==> config.mk <==
export PLATFORM = sky130hd
export DESIGN_NAME = uart_tx_fifo
export DESIGN_NICKNAME = d
export VERILOG_FILES = /design/src/rtl/uart_tx_fifo.sv
export SDC_FILE = /design/constraint.sdc
export NUM_CORES = 1
export LEC_CHECK = 0
export CAP_MARGIN = 20
export CORE_ASPECT_RATIO = 2
export CORE_MARGIN = 2
export CORE_UTILIZATION = 54
export CTS_CLUSTER_SIZE = 10
export DETAILED_ROUTE_END_ITERATION = 12
export PLACE_DENSITY = 0.75
export SETUP_SLACK_MARGIN = 0.3
export SLEW_MARGIN = 10
export SYNTH_ARGS = -nofsm -noshare
export SYNTH_HDL_FRONTEND = slang
export SYNTH_SLANG_ARGS = --single-unit
==> constraint.sdc <==
create_clock -name clk -period 2.5 [get_ports clk]
set_clock_uncertainty 0.15 [all_clocks]
set_input_delay 0.5 -clock clk [delete_from_list [all_inputs] [get_ports clk]]
set_output_delay 0.5 -clock clk [all_outputs]
set_load 0.1 [all_outputs]
==> src/rtl/uart_tx_fifo.sv <==
// uart_tx_fifo: byte FIFO feeding an 8-bit UART transmitter (8N1 by default).
//
// Build option: define UART_TX_PARITY_EN to add an even-parity bit between
// the data bits and the stop bit (11-bit frame instead of 10).
//
// Parameters
//   CLK_FREQ   clk frequency in Hz
//   BAUD       serial bit rate; CLKS_PER_BIT = round(CLK_FREQ / BAUD), >= 4
//   FIFO_DEPTH byte queue depth, power of two in 2..64
// Ports
//   clk      rising-edge clock
//   rst_n    asynchronous active-low reset
//   we_i     write strobe, one byte per cycle while high (dropped when full)
//   wdata_i  byte to enqueue
//   full_o   FIFO holds FIFO_DEPTH bytes
//   empty_o  FIFO holds no bytes
//   level_o  bytes queued, excluding the byte being shifted out
//   busy_o   a frame is on the line
//   tx_o     registered serial line, idle high
module uart_tx_fifo #(
  parameter int unsigned CLK_FREQ   = 50000000,
  parameter int unsigned BAUD       = 115200,
  parameter int unsigned FIFO_DEPTH = 8
) (
  input  logic                        clk,
  input  logic                        rst_n,
  input  logic                        we_i,
  input  logic [7:0]                  wdata_i,
  output logic                        full_o,
  output logic                        empty_o,
  output logic [$clog2(FIFO_DEPTH):0] level_o,
  output logic                        busy_o,
  output logic                        tx_o
);

  localparam int unsigned AW           = $clog2(FIFO_DEPTH);
  localparam int unsigned CLKS_PER_BIT = (CLK_FREQ + BAUD / 2) / BAUD;
  localparam int unsigned CW           = $clog2(CLKS_PER_BIT);
  localparam logic [CW-1:0] CNT_LAST   = CW'(CLKS_PER_BIT - 1);
  localparam logic [AW:0]   LVL_FULL   = (AW + 1)'(FIFO_DEPTH);

  if (CLKS_PER_BIT < 4) begin : g_chk_baud
    $error("uart_tx_fifo: CLKS_PER_BIT must be at least 4");
  end
  if (FIFO_DEPTH < 2 || FIFO_DEPTH > 64 || (FIFO_DEPTH & (FIFO_DEPTH - 1)) != 0) begin : g_chk_depth
    $error("uart_tx_fifo: FIFO_DEPTH must be a power of two in 2..64");
  end

`ifdef UART_TX_PARITY_EN
  localparam int unsigned SW = 3;
`else
  localparam int unsigned SW = 2;
`endif
  localparam logic [SW-1:0] S_IDLE   = SW'(0);
  localparam logic [SW-1:0] S_START  = SW'(1);
  localparam logic [SW-1:0] S_DATA   = SW'(2);
  localparam logic [SW-1:0] S_STOP   = SW'(3);
`ifdef UART_TX_PARITY_EN
  localparam logic [SW-1:0] S_PARITY = SW'(4);
`endif

  logic [7:0]    mem [FIFO_DEPTH];
  logic [AW-1:0] wr_ptr_q, wr_ptr_d, rd_ptr_q, rd_ptr_d;
  logic [AW:0]   count_q, count_d;
  logic [SW-1:0] state_q, state_d;
  logic [CW-1:0] cnt_q, cnt_d;
  logic [2:0]    idx_q, idx_d;
  logic [7:0]    data_q, data_d;
  logic          tx_q;
  logic          wr_en, pop, bit_done, line_bit;

  assign full_o  = (count_q == LVL_FULL);
  assign empty_o = (count_q == '0);
  assign level_o = count_q;
  assign busy_o  = (state_q != S_IDLE);
  assign tx_o    = tx_q;

  // A full FIFO drops the write even when a pop frees a slot in the same cycle.
  assign wr_en    = we_i && !full_o;
  assign bit_done = (cnt_q == CNT_LAST);

  always_comb begin
    state_d = state_q;
    idx_d   = idx_q;
    pop     = 1'b0;
    case (state_q)
      S_IDLE: begin
        if (!empty_o) begin
          pop     = 1'b1;
          state_d = S_START;
        end
      end
      S_START: begin
        if (bit_done) state_d = S_DATA;
      end
      S_DATA: begin
        if (bit_done) begin
          idx_d = idx_q + 3'd1;
`ifdef UART_TX_PARITY_EN
          if (idx_q == 3'd7) state_d = S_PARITY;
`else
          if (idx_q == 3'd7) state_d = S_STOP;
`endif
        end
      end
`ifdef UART_TX_PARITY_EN
      S_PARITY: begin
        if (bit_done) state_d = S_STOP;
      end
`endif
      S_STOP: begin
        // Chain straight into the next frame when a byte is waiting.
        if (bit_done) begin
          if (!empty_o) begin
            pop     = 1'b1;
            state_d = S_START;
          end else begin
            state_d = S_IDLE;
          end
        end
      end
      default: state_d = S_IDLE;
    endcase

    // Bit timer idles at zero and restarts at every bit boundary.
    cnt_d  = (state_q == S_IDLE || bit_done) ? '0 : cnt_q + CW'(1);
    data_d = pop ? mem[rd_ptr_q] : data_q;

    rd_ptr_d = pop   ? rd_ptr_q + AW'(1) : rd_ptr_q;
    wr_ptr_d = wr_en ? wr_ptr_q + AW'(1) : wr_ptr_q;
    case ({wr_en, pop})
      2'b10:   count_d = count_q + (AW + 1)'(1);
      2'b01:   count_d = count_q - (AW + 1)'(1);
      default: count_d = count_q;
    endcase
  end

  // Line value of the current state; registered into tx_q so the pin only
  // changes on clock edges.
  always_comb begin
    line_bit = 1'b1;
    case (state_q)
      S_START:  line_bit = 1'b0;
      S_DATA:   line_bit = data_q[idx_q];
`ifdef UART_TX_PARITY_EN
      S_PARITY: line_bit = ^data_q;
`endif
      default:  line_bit = 1'b1;
    endcase
  end

  always_ff @(posedge clk or negedge rst_n) begin
    if (!rst_n) begin
      wr_ptr_q <= '0;
      rd_ptr_q <= '0;
      count_q  <= '0;
      state_q  <= S_IDLE;
      cnt_q    <= '0;
      idx_q    <= '0;
      data_q   <= '0;
      tx_q     <= 1'b1;
    end else begin
      wr_ptr_q <= wr_ptr_d;
      rd_ptr_q <= rd_ptr_d;
      count_q  <= count_d;
      state_q  <= state_d;
      cnt_q    <= cnt_d;
      idx_q    <= idx_d;
      data_q   <= data_d;
      tx_q     <= line_bit;
    end
  end

  // Storage is not reset; only pointers and count define what is valid.
  always_ff @(posedge clk) begin
    if (wr_en) mem[wr_ptr_q] <= wdata_i;
  end

endmodule

---- After elaboration in Yosys (flattened, before gate mapping) ----
Memories as Yosys holds them, arrays and structs flattened. A register that Yosys moved wholly into a read port is not among the register bits.
Cells that the tools add are included.
storage, ports and cells
  bits in registers ....................... 25
  RAM bits ................................ 64
  bits of input ports ..................... 11
  output and inout port bits .............. 8
  memories kept ........................... 1
memories
  name  words  width  read ports  clocked after Yosys merged registers in  write ports  RTL line  RTL
  mem   8      8      1           1                                        1            62        logic [7:0] mem [FIFO_DEPTH];
cells by class
  add/sub/neg operators ................... 6
  magnitude comparators ................... 1
  eq/ne operators ......................... 13
  muxes and demuxes ....................... 17
  reductions and logical operators ........ 10
operators by type and width
  kind                   count
  $mux W2                5
  $ne A2 B2 Y1 const B   5
  $add A3 B1 Y3 const B  3
  $add A9 B1 Y9 const B  1
  $eq A9 B9 Y1 const B   1
  $mux W9                1
  $pmux W2 S4            1
  $pmux W4 S2            1
  $eq A2 B2 Y1 const B   3
  $mux W1                6
  $reduce_and A5 Y1      1
  $add A4 B1 Y4 const B  1
  $eq A2 B1 Y1 const B   2
  $eq A4 B4 Y1 const B   1
  $logic_not A4 Y1       1
  $lt A3 B4 Y1 const B   1
  $pmux W1 S2            2
  $reduce_bool A2 Y1     2
  $sub A4 B1 Y4 const B  1
  $bmux W1 S3            1
  $eq A3 B3 Y1 const B   1
  $logic_not A1 Y1       2
  $logic_not A2 Y1       1
  $reduce_and A2 Y1      1
  other kinds (2)        2

---- Logic depth before layout (Yosys ltp) ----
  depth after elaboration ................. 6
  gate-level depth with buffers ........... 12
  mapped depth without buffers ............ 11

---- Worst setup path after synthesis ----
Ideal clock, no wire load.
  path kind ............................... flip-flop to flip-flop
  start ................................... reg count_q[1] (netlist: level_o[1])
  end ..................................... reg count_q[3] (netlist: level_o[3])
  data arrival time ....................... 3.645 ns
  required time ........................... 2.189 ns
  path slack .............................. -1.457 ns
  cell stages (with the launch flop) ...... 10
  buffers on the path ..................... 1
  period minus slack after synthesis ...... 3.957 ns
  cells stage by stage .................... dfrtp_1 nor4_4 nor3_2 buf_4 ha_1 ha_1 a21o_1 a21oi_1 mux2i_1 xnor2_1
between the ends
  longest elaborated chain between the ends .. 6
  elaborated cells on any way between the ends .. 13
  classes of those cells .................. add/sub (2); eq/ne (3); mux (4); reduce/logical (4)
RTL lines
  item                                                      RTL line  RTL
  from (decl)                                               64        logic [AW:0] count_q, count_d;
  from (signal assigned)                                    165       count_q <= count_d;
  $logic_not A4 Y1 *                                        73        assign empty_o = (count_q == '0);
  net empty_o                                               30        output logic empty_o,
  $mux W1 *                                                 88, 114
  $mux W1                                                   113       if (bit_done) begin
  $pmux W1 S2 *                                             86        case (state_q)
  net pop                                                   70        logic wr_en, pop, bit_done, line_bit;
  $eq A2 B1 Y1 / $eq A2 B2 Y1 (equally long branches)       131       case ({wr_en, pop})
  $pmux W4 S2 / $reduce_bool A2 Y1 (equally long branches)  n/a
The timed path passes the listed nets; every way through them passes the cells marked *.
A chain may end at the register's enable or synchronous reset.

---- Worst setup path in the final report ----
  start ................................... reg cnt_q[1]
  end ..................................... reg count_q[3] (netlist: level_o[3])
between the ends
  longest elaborated chain between the ends .. 5
  elaborated cells on any way between the ends .. 7
  classes of those cells .................. eq/ne (3); mux (3); reduce/logical (1)
RTL lines
  item                                                      RTL line  RTL
  from (decl)                                               66        logic [CW-1:0] cnt_q, cnt_d;
  from (signal assigned)                                    167       cnt_q <= cnt_d;
  $eq A9 B9 Y1 *                                            80        assign bit_done = (cnt_q == CNT_LAST);
  $mux W1 *                                                 113
  $pmux W1 S2 *                                             86
  $eq A2 B1 Y1 / $eq A2 B2 Y1 (equally long branches)       131
  $pmux W4 S2 / $reduce_bool A2 Y1 (equally long branches)  n/a
Mark *: on every way between the ends. The rest lies on a longest branch, timed or not.

==> run_summary.xml <==
<?xml version="1.0" encoding="UTF-8"?>
<metrics>
  <group name="yosys">
    <metric name="synth_top_area_share" unit="%">45.0</metric>
    <metric name="post-synth-top-count-cell" unit="">edfxtp_1</metric>
    <metric name="post_synth_instance_area" unit="sq mm">0.00427</metric>
    <metric name="post_synth_num_cell_types" unit="">43</metric>
    <metric name="synth_cells" unit="">252</metric>
    <metric name="synth.largest_area_cell" unit="">edfxtp_1</metric>
    <metric name="share_of_synthesized_flip_flops_with_an_asynchronous_set_or_reset" unit="%">34.0</metric>
    <metric name="ys_seq_area_share" unit="%">64.3</metric>
    <metric name="synth_common_cells" unit="">edfxtp_1 (64), dfrtp_1 (32), nor2_1 (19)</metric>
    <metric name="number_of_enable_type_register_cells_in_the_synthesized_netlist" unit="">64</metric>
    <metric name="synth_seq_cells" unit="">97</metric>
    <metric name="synth.avg_cell_area" unit="sq um">17.0</metric>
    <metric name="postSynth.topFlopCell" unit="">edfxtp_1</metric>
    <metric name="synth_fp_nets" unit="">278</metric>
    <metric name="ys_warn_count" unit="">0</metric>
    <metric name="ys_top_cells_by_area" unit="">edfxtp_1 (45%), dfrtp_1 (19%), mux4_1 (9.8%)</metric>
  </group>
  <group name="die">
    <metric name="std_cell_rows" unit="">45</metric>
    <metric name="design.portCount" unit="">19</metric>
    <metric name="die_y" unit="microns">130</metric>
    <metric name="die_area" unit="sq mm">0.00868</metric>
    <metric name="initial_utilization" unit="%">55.8</metric>
    <metric name="die_width" unit="microns">66.9</metric>
    <metric name="floorplan.core_area" unit="sq mm">0.00766</metric>
  </group>
  <group name="clocking">
    <metric name="clock_path_buffers" unit="">2</metric>
    <metric name="clk_transition_reported_paths" unit="ps">70</metric>
    <metric name="cts_tree" unit="">built</metric>
    <metric name="post_cts_hold_buffer_count" unit="">0</metric>
    <metric name="cts_inserted_buffers" unit="">9</metric>
    <metric name="clkLatencyLatePin" unit="ps">340</metric>
    <metric name="clock_tree.root_cell" unit="">clkbuf_16</metric>
    <metric name="clock_tree.htree_level_count" unit="">3</metric>
    <metric name="clk_sink_count" unit="">97</metric>
  </group>
  <group name="run">
    <metric name="drv_cap" unit="">0</metric>
  </group>
  <group name="worst_setup_path">
    <metric name="cp.required" unit="ps">2600</metric>
    <metric name="timing.critical_path.arrival" unit="ps">2700</metric>
    <metric name="cp_max_fo" unit="">2</metric>
    <metric name="r2r_cells" unit="">12</metric>
    <metric name="reg2reg_setup_slack" unit="ps">-100</metric>
    <metric name="crit_path_end_kind" unit="">flip-flop</metric>
    <metric name="rr_startpoint" unit="">cnt_q[1]</metric>
    <metric name="critical_path_source_type" unit="">flip-flop</metric>
    <metric name="crit-reg2reg-capture" unit="">level_o[3]</metric>
    <metric name="worstSetupPathType" unit="">reg2reg</metric>
  </group>
  <group name="worst_hold_path">
    <metric name="hold-path-endpoint" unit="">data_q[4]</metric>
    <metric name="min_from" unit="">data_q[4]</metric>
    <metric name="timing.hold.worst.class" unit="">reg2reg</metric>
    <metric name="min_delay_path_depth" unit="">1</metric>
  </group>
  <group name="placed_design">
    <metric name="place_worst_setup_slack" unit="ps">-110</metric>
    <metric name="gp_congestion" unit="">0.768</metric>
    <metric name="placement.io_buffers" unit="">18</metric>
    <metric name="placed_cell_area" unit="sq mm">0.00477</metric>
    <metric name="place.detailed.hpwl" unit="microns">5110</metric>
  </group>
  <group name="drt">
    <metric name="initial_detailed_routing_violation_count" unit="">133</metric>
    <metric name="detail_route.vias_per_cell" unit="">5.76</metric>
    <metric name="wire_per_inst" unit="microns">19.3</metric>
    <metric name="antenna_left" unit="">0</metric>
    <metric name="drtPass1Iterations" unit="">4</metric>
    <metric name="dr_total_vias" unit="">2345</metric>
    <metric name="wl" unit="microns">7870</metric>
    <metric name="post_detailed_route_drc_marker_count" unit="">0</metric>
  </group>
  <group name="timing">
    <metric name="rsz0062_at_grt" unit="">yes</metric>
    <metric name="tightest_slew" unit="ps">705</metric>
    <metric name="slew_headroom" unit="%">53.0</metric>
    <metric name="drv_slew" unit="">0</metric>
    <metric name="final_period_minus_worst_setup_slack" unit="ps">2600</metric>
    <metric name="timing_hold_violations_final" unit="">0</metric>
    <metric name="max_clock_freq" unit="GHz">0.384</metric>
    <metric name="final_critical_path_setup_slack" unit="ps">-101</metric>
    <metric name="setup_tns" unit="ps">-119</metric>
    <metric name="report.final.setup_viol" unit="">2</metric>
    <metric name="post-route-period-util" unit="%">104</metric>
  </group>
  <group name="global_route">
    <metric name="grt_first_pass_wirelength" unit="microns">11900</metric>
    <metric name="maximum_number_of_pins_on_one_net_before_global_route_repair" unit="">34</metric>
    <metric name="gr-usage-all-layers" unit="%">19.7</metric>
    <metric name="antenna_found_initial" unit="">0</metric>
    <metric name="first_global_vias" unit="">2443</metric>
    <metric name="grt_overflow" unit="">0</metric>
  </group>
  <group name="final_layout">
    <metric name="insertedDiodeCount" unit="">0</metric>
    <metric name="finalInstanceArea" unit="sq mm">0.00521</metric>
    <metric name="syn2layout_area_growth" unit="%">21.9</metric>
    <metric name="final_net_count" unit="">334</metric>
    <metric name="post_route_cells_drive_above_1_share" unit="%">30.0</metric>
  </group>
  <group name="power">
    <metric name="power.static_leakage" unit="uW">0.00200</metric>
    <metric name="totalPowerFinal" unit="uW">6400</metric>
    <metric name="power.density_cell_area" unit="mW/mm^2">1230</metric>
    <metric name="power.ir.vdd_worst" unit="uV">746</metric>
  </group>
  <group name="status">
    <metric name="status" unit="">complete, but fails checks</metric>
    <metric name="violations_in_the_final_reports" unit="">negative setup slack</metric>
  </group>
</metrics>
[area by class of cell]
cell class | count | area (sq um)
Timing Repair Buffer | 52 | 499
Tap cell | 94 | 118
Clock buffer | 10 | 229
Inverter | 11 | 41.3
Sequential cell | 97 | 2760
Multi-Input combinational cell | 137 | 1480
Clock inverter | 6 | 82.6
Fill cell | 516 | 2450
[cells in the final DEF, fill, tap and decap left out, drive strengths merged, types with 2 or more instances in the layout]
cell type | netlist | routed
inv | 11 | 11
xor2 | 4 | 4
clkinvlp | 0 | 2
buf | 5 | 41
ha | 14 | 14
mux4 | 18 | 18
dfrtp | 32 | 32
or3 | 2 | 2
a21oi | 4 | 4
clkdlybuf4s50 | 0 | 10
nand3 | 3 | 3
nand2 | 12 | 12
bufinv | 0 | 2
nor3 | 6 | 6
o21ai | 4 | 4
clkbuf | 2 | 11
a211oi | 2 | 2
xnor2 | 8 | 8
nor2 | 19 | 19
clkinv | 0 | 2
mux2i | 4 | 4
nand2b | 3 | 3
edfxtp | 64 | 64
mux2 | 20 | 20
[flip-flops by register name, indices dropped and copies added, names as in the netlist]
signal    flops
state_q       2
cnt_q         9
data_q        8
wr_ptr_q      3
tx_o          1
level_o       4
mem          64
idx_q         3
rd_ptr_q      3
[metal layers]
layer / vias to the layer above / global-route usage [%] / wire length, microns
li1: 1075 / - / -
met1: 1216 / 18.7 / 2700
met2: 41 / 37.2 / 4780
met3: 13 / 5.26 / 199
met4: 0 / 10.2 / 199
met5: - / 0 / 0
[worst max path at each step]
| stage | slack (ps) | cells after the start | endpoint | from |
|---|---|---|---|---|
| global placement | -60 | 9 | level_o[3] | we_i |
| finish | -100 | 12 | level_o[3] | cnt_q[1] |
| floorplan | -980 | 9 | level_o[3] | level_o[2] |
| CTS | -100 | 12 | level_o[3] | cnt_q[1] |
| global route | -270 | 11 | level_o[3] | state_q[1] |
| detailed placement | -110 | 9 | level_o[3] | we_i |
[cells by family (layout without fill, tap and decap cells)]
group / count (synthesis) / count (layout) / synth area share [%]
xor gates and xnor gates: 12 / 12 / 2.46
AOI/OAI and AO/OA: 16 / 16 / 2.40
muxes: 42 / 42 / 17.2
and+or+nand+nor: 52 / 52 / 6.65
DFF: 97 / 97 / 64.3
buffers and inverters: 18 / 79 / 2.40
adders and majority gates: 15 / 15 / 4.57
[stage by stage]
step	cells	hold WS, ps	util (%)
after floorplan	252	54.4	-
after global placement	381	338	62.3
after detailed placement	381	348	62.3
after CTS	402	367	67.0
after global routing	407	384	68.0
final	407	363	68.0
[critical path: stages, from the launching register on]
cell	delay (ps)
dfrtp_1	380
inv_1	60
ha_1	130
nand4b_1	150
o31a_1	310
nor3_2	170
buf_4	160
ha_4	140
ha_4	190
a21o_1	170
a21oi_2	140
mux2i_1	220
xnor2_1	150
[repair_timing]
action	in CTS	in global routing
cloned	0	1
buffers inserted	5	4
pin swaps	1	2
endpoints found under the setup margin	8	14
resized for setup	4	5
[power breakdown]
group | internal, uW | total, uW | switching, uW
clock | 869 | 1410 | 544
combinational | 1230 | 2550 | 1310
sequential | 2110 | 2440 | 326
Power figures use the tool's default switching activity.
